**config.mk**
```make
export PLATFORM = sky130hd
export DESIGN_NAME = uart_tx_fifo
export DESIGN_NICKNAME = d
export VERILOG_FILES = /design/src/rtl/uart_tx_fifo.sv
export SDC_FILE = /design/constraint.sdc
export NUM_CORES = 1
export LEC_CHECK = 0
export CORE_MARGIN = 5
export CORE_UTILIZATION = 50
export DETAILED_ROUTE_END_ITERATION = 10
export PLACE_DENSITY = 0.68
export SLEW_MARGIN = 30
export SYNTH_ARGS = -nofsm -noshare
export SYNTH_HDL_FRONTEND = slang
export SYNTH_SLANG_ARGS = --single-unit
```
**constraint.sdc**
```tcl
create_clock -name clk -period 3.4 [get_ports clk]
set_input_delay 0.68 -clock clk [delete_from_list [all_inputs] [get_ports clk]]
set_output_delay 0.68 -clock clk [all_outputs]
set_load 0.02 [all_outputs]
```
**src/rtl/uart_tx_fifo.sv**
```systemverilog
// UART transmitter with a small transmit FIFO: rising-edge send requests queue
// characters that go out back-to-back as start/data/parity/stop frames.
module uart_tx_fifo #(
  parameter int CLK_FREQUENCY = 100_000_000,
  parameter int BAUD_RATE     = 19_200,
  parameter int DATA_BITS     = 8,
  parameter int PARITY_MODE   = 1,
  parameter int STOP_BITS     = 1,
  parameter int FIFO_DEPTH    = 4
) (
  input  logic                 clk,
  input  logic                 rst,
  input  logic                 send,
  input  logic [DATA_BITS-1:0] din,
  output logic                 tx_out,
  output logic                 busy,
  output logic                 full,
  output logic                 overflow
);

  localparam int BAUD_CLOCKS = CLK_FREQUENCY / BAUD_RATE;
  localparam int BAUD_W      = (BAUD_CLOCKS > 1) ? $clog2(BAUD_CLOCKS) : 1;
  localparam int PTR_W       = $clog2(FIFO_DEPTH);
  localparam int CNT_W       = PTR_W + 1;

  localparam logic [BAUD_W-1:0] BAUD_LAST = BAUD_W'(BAUD_CLOCKS - 1);
  localparam logic [3:0]        DATA_LAST = 4'(DATA_BITS - 1);
  localparam logic [3:0]        STOP_LAST = 4'(STOP_BITS - 1);
  localparam logic [CNT_W-1:0]  DEPTH_CNT = CNT_W'(FIFO_DEPTH);

  typedef enum logic [2:0] {IDLE, START, DATA, PARITY, STOP} state_t;

  // Odd mode makes the total count of ones (data + parity) odd.
  function automatic logic parity_of(input logic [DATA_BITS-1:0] d);
    if (PARITY_MODE == 1) return ~^d;
    else                  return ^d;
  endfunction

  logic [DATA_BITS-1:0] mem [FIFO_DEPTH];
  logic [PTR_W-1:0]     wr_ptr, rd_ptr;
  logic [CNT_W-1:0]     count;
  logic                 send_q, req, wr_en, pop;

  state_t               state, state_d;
  logic [BAUD_W-1:0]    baud_cnt, baud_d;
  logic [3:0]           bit_cnt, bit_d;
  logic [DATA_BITS-1:0] shreg, shreg_d;
  logic                 par_bit, par_d, tx_d;

  assign req   = send & ~send_q;
  assign full  = (count == DEPTH_CNT);
  assign wr_en = req & ~full;
  assign busy  = (count != '0) | (state != IDLE);

  // full is taken from the registered count, so a pop in the same cycle
  // never frees room for a write.
  always_ff @(posedge clk or negedge rst) begin
    if (!rst) begin
      send_q   <= 1'b1;
      wr_ptr   <= '0;
      rd_ptr   <= '0;
      count    <= '0;
      overflow <= 1'b0;
    end else begin
      send_q   <= send;
      overflow <= req & full;
      if (wr_en) wr_ptr <= wr_ptr + 1'b1;
      if (pop)   rd_ptr <= rd_ptr + 1'b1;
      count    <= count + CNT_W'(wr_en) - CNT_W'(pop);
    end
  end

  always_ff @(posedge clk) begin
    if (wr_en) mem[wr_ptr] <= din;
  end

  always_comb begin
    state_d = state;
    baud_d  = baud_cnt;
    bit_d   = bit_cnt;
    shreg_d = shreg;
    par_d   = par_bit;
    tx_d    = tx_out;
    pop     = 1'b0;
    case (state)
      IDLE: begin
        tx_d = 1'b1;
        if (count != '0) begin
          pop     = 1'b1;
          baud_d  = '0;
          bit_d   = '0;
          tx_d    = 1'b0;
          state_d = START;
        end
      end
      START: begin
        if (baud_cnt == BAUD_LAST) begin
          baud_d  = '0;
          bit_d   = '0;
          tx_d    = shreg[0];
          shreg_d = shreg >> 1;
          state_d = DATA;
        end else begin
          baud_d = baud_cnt + 1'b1;
        end
      end
      DATA: begin
        if (baud_cnt == BAUD_LAST) begin
          baud_d = '0;
          if (bit_cnt == DATA_LAST) begin
            bit_d = '0;
            if (PARITY_MODE != 0) begin
              tx_d    = par_bit;
              state_d = PARITY;
            end else begin
              tx_d    = 1'b1;
              state_d = STOP;
            end
          end else begin
            bit_d   = bit_cnt + 1'b1;
            tx_d    = shreg[0];
            shreg_d = shreg >> 1;
          end
        end else begin
          baud_d = baud_cnt + 1'b1;
        end
      end
      PARITY: begin
        if (baud_cnt == BAUD_LAST) begin
          baud_d  = '0;
          bit_d   = '0;
          tx_d    = 1'b1;
          state_d = STOP;
        end else begin
          baud_d = baud_cnt + 1'b1;
        end
      end
      STOP: begin
        if (baud_cnt == BAUD_LAST) begin
          baud_d = '0;
          if (bit_cnt == STOP_LAST) begin
            bit_d = '0;
            // Chain straight into the next start bit when more is queued.
            if (count != '0) begin
              pop     = 1'b1;
              tx_d    = 1'b0;
              state_d = START;
            end else begin
              tx_d    = 1'b1;
              state_d = IDLE;
            end
          end else begin
            bit_d = bit_cnt + 1'b1;
          end
        end else begin
          baud_d = baud_cnt + 1'b1;
        end
      end
      default: begin
        tx_d    = 1'b1;
        state_d = IDLE;
      end
    endcase
    if (pop) begin
      shreg_d = mem[rd_ptr];
      par_d   = parity_of(mem[rd_ptr]);
    end
  end

  always_ff @(posedge clk or negedge rst) begin
    if (!rst) begin
      state    <= IDLE;
      baud_cnt <= '0;
      bit_cnt  <= '0;
      tx_out   <= 1'b1;
    end else begin
      state    <= state_d;
      baud_cnt <= baud_d;
      bit_cnt  <= bit_d;
      tx_out   <= tx_d;
    end
  end

  always_ff @(posedge clk) begin
    shreg   <= shreg_d;
    par_bit <= par_d;
  end

endmodule

```
; ---- Word level (Yosys, flattened, before mapping)
; Memories as Yosys holds them, arrays and structs flattened.
; Cells that the tools add are included.
[totals]
reg_bits = 39
ram_bits = 32
elab_cells = 95
memories = 1
[op_classes]
add_sub_neg = 6
n_eq_ne = 18
mux = 38
n_bitwise = 6
reduce_logical = 15
[mem_list]
columns = name, depth, word_bits, rd, rd_ports_with_merged_regs, write_ports, line_no
row1 = mem, 4, 8, 1, 0, 1, 39  ; logic [DATA_BITS-1:0] mem [FIFO_DEPTH];
[op_table]
columns = operator, n
row1 = $mux W8, 4
row2 = $mux W13, 2
row3 = $pmux W13 S2, 1
row4 = $mux W4, 6
row5 = $mux W3, 7
row6 = $pmux W4 S4, 1
row7 = $pmux W8 S2, 1
row8 = $pmux W3 S5, 1
row9 = $ne A2 B2 Y1 const B, 7
row10 = $add A13 B1 Y13 const B, 1
row11 = $eq A13 B13 Y1 const B, 1
row12 = $mux W1, 13
row13 = $reduce_and A5 Y1, 2
row14 = $ne A3 B3 Y1 const B, 3
row15 = $reduce_bool A3 Y1, 3
row16 = $reduce_xnor A8 Y1, 1
row17 = $reduce_and A7 Y1, 1
row18 = $eq A3 B2 Y1 const B, 2
row19 = $eq A3 B3 Y1 const B, 2
row20 = $pmux W1 S5, 1
row21 = $add A2 B1 Y2 const B, 2
row22 = $add A4 B1 Y4 const B, 1
row23 = $eq A4 B3 Y1 const B, 1
row24 = $logic_not A4 Y1, 1
row25 = other kinds (15), 18

; ---- Longest topological paths before layout
; Gate-level depths: netlist of the first run.
[depth]
depth_word = 7
mapped_depth = 11

; ---- Worst setup path before layout of the first run
; No wires, ideal clock.
[synth_timing]
path_kind = register -> register
from = reg baud_cnt[0]
to = reg count[2]
setup_time_ns = 0.123
arrival_ns = 2.399
required_ns = 3.277
path_slack_ns = 0.878
path_stages_with_launch = 12
path_buffers = 2
synth_period_minus_slack_ns = 2.522
path_cell_list = dfrtp_1 ha_1 nand2_1 and4bb_1 buf_6 a31o_2 buf_6 xnor2_1 ha_1 fa_1 xnor2_1 xnor2_1
[synth_via]
elab_chain_cells = 4
[synth_lines]
columns = item, line_no
row1 = start: declaration, 45  ; logic [BAUD_W-1:0] baud_cnt, baud_d;
row2 = start signal: assignment, 178  ; baud_cnt <= baud_d;
row3 = $eq A13 B13 Y1, 139  ; if (baud_cnt == BAUD_LAST) begin
row4 = $mux W1, 139
row5 = $pmux W1 S2, 85  ; case (state)
row6 = named net pop, 42  ; logic send_q, req, wr_en, pop;
row7 = $sub A3 B1 Y3, 69  ; count <= count + CNT_W'(wr_en) - CNT_W'(pop);
row8 = end signal: assignment, 69
row9 = end: declaration, 41  ; logic [CNT_W-1:0] count;
; The timed path passes the listed nets, and every way through them passes these cells.
; A chain may end at the register's enable or synchronous reset.

; ---- Final worst setup path of the first run
[layout_timing]
from = reg baud_cnt[0]
to = reg count[2]
[layout_via]
elab_chain_cells = 4
[layout_lines]
columns = item, line_no
row1 = $eq A13 B13 Y1, 139
row2 = $mux W1, 139
row3 = $pmux W1 S2, 85
row4 = $sub A3 B1 Y3, 69
; No other way between the ends.

==> impl_metrics.csv, run 1 <==
group,metric,value,unit
cts,clock_latency,350,ps
power,p_comb_frac,0.130,
routing,route.detailed.drc,0,
power,leakage,1.40,nW
synth,synthMostInstantiatedCell,"edfxtp_1",
power,cell_internal_pwr,1.45,mW
cts,cts_tree,"yes",
synth,ys_warn_count,0,
routing,first_pass_iters,4,
sta,whs,493,ps
worst_setup_path,critPathKind,"flip-flop to flip-flop",
global_route,grt-ovfl-total,0,
placed_design,port_buffers,14,
cts,cts_max_level,3,
worst_setup_path,cp-start-kind,"flip-flop",
cts,clockBufferDepth,2,
global_route,antenna_found_initial,0,
sta,setup_violations,0,
synth,synth_cells,245,
routing,route.antenna.remaining_nets,0,
floorplanning,placementRows,29,
synth,ys_ff_latch,71,
worst_setup_path,crit_path_frequent_cell,"xnor2_1",
worst_setup_path,max_stage_delay,490,ps
floorplanning,core-area,6420,um^2
routing,drt_wl_total,5570,um
cts,post_cts_resized,0,
cts,hold_buffers,0,
cts,clk_pin_slew,80,ps
routing,vias,1928,
synth,synth_area_leaders,"edfxtp_1 (37%), dfrtp_1 (21%), mux4_2 (5.4%)",
cts,post_cts_buffers,0,
worst_setup_path,critical_path_arrival,3040,ps
flow_run,maxCapViolCount,0,
placed_design,post-place-cells,330,
floorplanning,die_h,91.5,um
global_route,grt_pass1_vias,1886,
power,fin_total_pwr,1.97,mW
layout,final_area,3730,um^2
layout,fillers,518,
layout,ff_latch_area,1980,um^2
placed_design,hpwl,3750,um
synth,syn_avg_cell_area,13.6,um^2
floorplanning,dieArea,8380,um^2
cts,cts_buffers,9,
layout,final_cells,346,
worst_setup_path,critical_path.cell_chain,"ha_1 -> nand2_1 -> and4bb_1 -> a31o_2 -> xnor2_1 -> ha_1 -> fa_1 -> xnor2_1 -> xnor2_1",
worst_setup_path,worstSetupEndpointType,"flip-flop",
synth,synth_top_cells_by_count,"edfxtp_1 (41), dfrtp_1 (28), nor2_1 (20), xnor2_1 (16), nand2_1 (14)",
synth,synth-edff-count,41,
power,p_clk_frac,0.346,
floorplanning,start_util,0.517,
sta,layout_min_cycle_time,2770,ps
sta,fmax,361,MHz
sta,min_period_over_period,0.814,
synth,ys_types,55,
min_path,worstHoldPathType,"flip-flop to flip-flop",
synth,seq_area_frac_synth,0.597,
worst_setup_path,cp_max_fo,14,
synth,syn_nets,265,
layout,multiInputGateArea,1250,um^2
placed_design,postPlaceCellArea,3530,um^2
global_route,grt_pass1_wl,9560,um
worst_setup_path,slowest_stage,"and4bb_1",
floorplanning,io_pins,15,
sta,finClkSkew,10.5,ps
floorplanning,die_w,91.5,um
layout,synthToLayoutAreaGrowth,12.2,%
routing,via_per_inst,5.57,
synth,synth_area,3320,um^2
global_route,grt_start_max_net_pins,31,
sta,drv_slew,0,
sta,tightestPinTransition,598,ps
power,net-switching-power,0.520,mW
cts,cts_sinks,71,
routing,drt-initial-drc-count,61,
sta,max_slew_margin,0.600,
worst_setup_path,crit_family,"adder cells",
sta,rsz0062_at_grt,"false",
sta,hold_violations,0,
status,status,"finished, final reports clean",
layout,fin_nets,284,
worst_setup_path,path_buf_inv,0,
layout,antenna_cells,0,
sta,setup_tns,0,ps
power,powerDensity,529,nW/um^2
worst_setup_path,worstPathRequired,3670,ps
worst_setup_path,rrSetupSlack,630,ps
global_route,track_usage,0.148,
layout,drive_above_1_share,0.160,
placed_design,gp_congestion,0.797,
power,ir_drop,0.449,mV
routing,routedWlPerCell,16.1,um
synth,ys.flop_type,"edfxtp_1",
synth,ys_async_sr_fraction,0.423,
synth,yosys.area.top_type,"edfxtp_1",
synth,synth_top_cell_area_share,0.370,
cts,cts_root_buffer,"clkbuf_8",
power,power.share.switching,0.263,
power,p_seq_frac,0.523,
-- cell type report --
cell class	instances	share of cell area
Clock inverter	7	0.0211
Timing Repair Buffer	17	0.0436
Tap cell	77	0.0258
Sequential cell	71	0.532
Multi-Input combinational cell	157	0.336
Clock buffer	9	0.0332
Inverter	8	0.00805
-- kinds of logic (layout without fill, tap and decap cells) --
| kind of cell | Yosys count | after routing | synth area share |
|---|---|---|---|
| flip-flops | 71 | 71 | 0.597 |
| multiplexers | 16 | 16 | 0.0809 |
| AND/OR/NAND/NOR | 76 | 76 | 0.128 |
| AO/OA/AOI/OAI | 34 | 34 | 0.0738 |
| adder cells (fa/ha/maj) | 9 | 9 | 0.0361 |
| XOR/XNOR | 22 | 22 | 0.0580 |
| buffers and inverters | 17 | 41 | 0.0256 |
-- power groups by stage --
stage / clock [mW] / sequential, mW / combinational [mW]
after floorplan: 0 / 1.04 / 0.177
after global placement: 0 / 1.05 / 0.251
after detailed placement: 0 / 1.05 / 0.262
after CTS: 0.702 / 1.03 / 0.264
after global routing: 0.746 / 1.04 / 0.291
final: 0.684 / 1.03 / 0.257
-- cell usage in the layout (no fill, tap or decap), types with 2 or more instances in the layout --
cell type	count
a2111oi_2	2
a21oi_1	6
a22o_1	3
a32o_1	2
and2_1	6
buf_4	3
clkbuf_8	9
clkdlybuf4s50_1	14
clkinv_4	3
dfrtp_1	28
dfstp_2	2
edfxtp_1	41
ha_1	8
inv_1	8
inv_6	2
mux2_2	7
mux4_2	8
nand2_1	14
nand3_1	8
nand4_1	2
nor2_1	20
nor2b_1	3
nor3b_1	5
o21ai_0	9
or4_1	2
xnor2_1	16
xor2_1	6
-- final timing paths --
path,startpoint,end,cells after the start
min in group asynchronous,rst,baud_cnt[2],2
max in group asynchronous,rst,tx_out,2
worst min-delay path,tx_out,tx_out,2
worst max register to register,baud_cnt[0],count[2],9
worst max-delay path,baud_cnt[0],count[2],9
worst min register to register,tx_out,tx_out,2
-- flip-flops by register name (all words and copies together), names as in the netlist --
name,cells
baud_cnt,13
bit_cnt,4
count,3
mem,32
overflow,1
par_bit,1
rd_ptr,2
send_q,1
shreg,8
state,3
tx_out,1
wr_ptr,2
-- routing by layer --
metal	track usage	share of wire	up-vias
li1	-	-	947
met4	0.0616	0.013	0
met5	0	0	-
met2	0.212	0.45	35
met3	0.0479	0.037	8
met1	0.206	0.49	938
-- through the flow --
step | setup WS, ps | util
3_5_place_dp | 636 | 0.549
5_1_grt | 449 | 0.581
2_1_floorplan | 878 | -
4_1_cts | 628 | 0.581
6_report | 633 | 0.581
3_3_place_gp | 735 | 0.549
-- tightest hold or removal path: cells and delay by family (launching register included) --
| kind | cells | cell delay (ps) |
|---|---|---|
| DFF | 1 | 370 |
| AOI/OAI and AO/OA | 2 | 130 |
(Power assumes the default switching activity.)
==> inputs of run 2 (changes only) <==
==> constraint.sdc (replaced) <==
create_clock -name clk -period 2.8 [get_ports clk]
set_input_delay 0.56 -clock clk [delete_from_list [all_inputs] [get_ports clk]]
set_output_delay 0.56 -clock clk [all_outputs]
set_load 0.02 [all_outputs]
==> run 2 against run 1 <==
Compared with the run above:
- utilization fell by 0.058 points
- power increased by 17%
- first-iteration DRC count increased by 44%
- largest cell class unchanged
- critical path depth decreased by 6
- register-to-register slack got worse by 260 ps
==> impl_metrics.csv, run 2 (synthesis results as in run 1) <==
group,metric,value,unit
status,status,"finished, final reports clean",
layout,fillers,536,
sta,layout_min_cycle_time,2560,ps
worst_setup_path,critical_path.cell_chain,"nor3_2 -> nand2_1 -> clkdlybuf4s50_1",
floorplanning,io_pins,15,
routing,vias,1921,
worst_setup_path,worstSetupEndpointType,"primary output",
sta,whs,512,ps
cts,hold_buffers,0,
global_route,antenna_found_initial,0,
worst_setup_path,worstPathRequired,2240,ps
worst_setup_path,critPathKind,"flip-flop to primary output",
worst_setup_path,slowest_stage,"clkdlybuf4s50_1",
power,ir_drop,0.528,mV
placed_design,port_buffers,14,
layout,fin_nets,286,
routing,drt-initial-drc-count,88,
power,cell_internal_pwr,1.68,mW
sta,hold_violations,0,
layout,antenna_cells,0,
routing,first_pass_iters,6,
sta,tightestPinTransition,579,ps
cts,cts_sinks,71,
global_route,grt-ovfl-total,0,
sta,min_period_over_period,0.913,
placed_design,hpwl,3890,um
sta,fmax,391,MHz
flow_run,maxCapViolCount,0,
cts,cts_buffers,9,
sta,setup_violations,0,
placed_design,gp_congestion,0.797,
cts,clockBufferDepth,2,
global_route,grt_pass1_vias,1937,
cts,cts_tree,"yes",
sta,max_slew_margin,0.613,
layout,largest_reg_flops,32,
min_path,worstHoldPathType,"flip-flop to flip-flop",
layout,final_cell_mix,"edfxtp_1 (41), dfrtp_1 (28), nor2_1 (20)",
layout,final_common_cell,"edfxtp_1",
layout,largest_register,"mem",
sta,fin_ws,244,ps
routing,route.antenna.remaining_nets,0,
sta,drv_slew,0,
worst_setup_path,max_stage_delay,580,ps
power,p_seq_frac,0.541,
power,powerDensity,623,nW/um^2
power,p_comb_frac,0.131,
power,power.share.switching,0.276,
floorplanning,die_w,91.5,um
routing,route.detailed.drc,0,
cts,cts_max_level,3,
global_route,track_usage,0.146,
layout,synthToLayoutAreaGrowth,12.1,%
power,fin_total_pwr,2.32,mW
layout,reg_top3,"mem (32), baud_cnt (13), shreg (8)",
worst_setup_path,cp-start-kind,"flip-flop",
worst_setup_path,cp_max_fo,15,
sta,finClkSkew,10.4,ps
cts,clk_pin_slew,80,ps
power,net-switching-power,0.640,mW
cts,post_cts_resized,0,
global_route,grt_pass1_wl,9560,um
sta,rsz0062_at_grt,"false",
cts,post_cts_buffers,0,
floorplanning,core-area,6420,um^2
power,p_clk_frac,0.328,
floorplanning,placementRows,29,
placed_design,pre_cts_slack,276,ps
floorplanning,start_util,0.517,
layout,final_util,0.580,
routing,via_per_inst,5.52,
routing,routedWlPerCell,15.9,um
floorplanning,dieArea,8380,um^2
worst_setup_path,critical_path_arrival,2000,ps
sta,setup_tns,0,ps
layout,drive_above_1_share,0.166,
floorplanning,die_h,91.5,um
cts,cts_root_buffer,"clkbuf_8",
global_route,grt_start_max_net_pins,31,
power,leakage,1.39,nW
routing,drt_wl_total,5550,um
cts,clock_latency,340,ps
run 2: changes by cell type in the layout (fill, tap and decap cells not counted), sizes merged:
cell / delta
clkinvlp: +3
inv: +2
buf: +2
clkinv: -4
bufinv: -1
run 2: path summary, 6_finish.rpt:
| path | from | endpoint | slack, ps | depth (start not counted) |
|---|---|---|---|---|
| worst max-delay path | state[2] | busy | 240 | 3 |
| worst max register to register | baud_cnt[0] | count[2] | 370 | 9 |
| min in group asynchronous | rst | bit_cnt[2] | 610 | 2 |
| worst min register to register | tx_out | tx_out | 510 | 2 |
| worst min-delay path | tx_out | tx_out | 510 | 2 |
| max in group asynchronous | rst | send_q | 1870 | 2 |
run 2: layout make-up:
cell class | count | area, um^2 | area share
clock inverters | 7 | 60.1 | 0.0161
well taps | 77 | 96.3 | 0.0259
multi-input cells | 157 | 1250 | 0.336
repair buffers | 19 | 178 | 0.0477
inverters | 8 | 30.0 | 0.00806
clock buffers | 9 | 124 | 0.0332
flip-flops and latches | 71 | 1980 | 0.533
run 2: stage by stage:
stage,instances,instance area [um^2]
2_1_floorplan,245,3320
3_3_place_gp,332,3540
3_5_place_dp,332,3540
4_1_cts,348,3730
5_1_grt,348,3730
6_report,348,3730
run 2: power by group through the flow:
stage	Combinational, mW	Sequential (mW)	Clock [mW]
global placement	0.299	1.27	0
floorplan	0.215	1.27	0
finish	0.303	1.26	0.761
global route	0.342	1.27	0.833
detailed placement	0.312	1.28	0
CTS	0.311	1.26	0.781
run 2: worst max-delay path, delay by kind of cell (launching register included):
kind | cells | cell delay [ps]
buf+inv | 1 | 580
simple gates | 2 | 540
flops | 1 | 540
run 2: layer usage:
metal | vias to the layer above | routed length (um) | GRT usage | share of wire
li1 | 946 | - | - | -
met1 | 942 | 2720 | 0.202 | 0.49
met2 | 29 | 2560 | 0.215 | 0.46
met3 | 4 | 208 | 0.0471 | 0.037
met4 | 0 | 65 | 0.0515 | 0.012
met5 | - | 0 | 0 | 0
==> inputs of run 3 (changes only) <==
--- a/config.mk
+++ b/config.mk
@@ -8,6 +8,7 @@
 export CORE_MARGIN = 5
 export CORE_UTILIZATION = 50
 export DETAILED_ROUTE_END_ITERATION = 10
+export GPL_ROUTABILITY_DRIVEN = 0
 export PLACE_DENSITY = 0.68
 export SLEW_MARGIN = 30
 export SYNTH_ARGS = -nofsm -noshare
==> results of run 3 <==
Same layout as run 2: the final DEF is identical, and so are final timing and power.
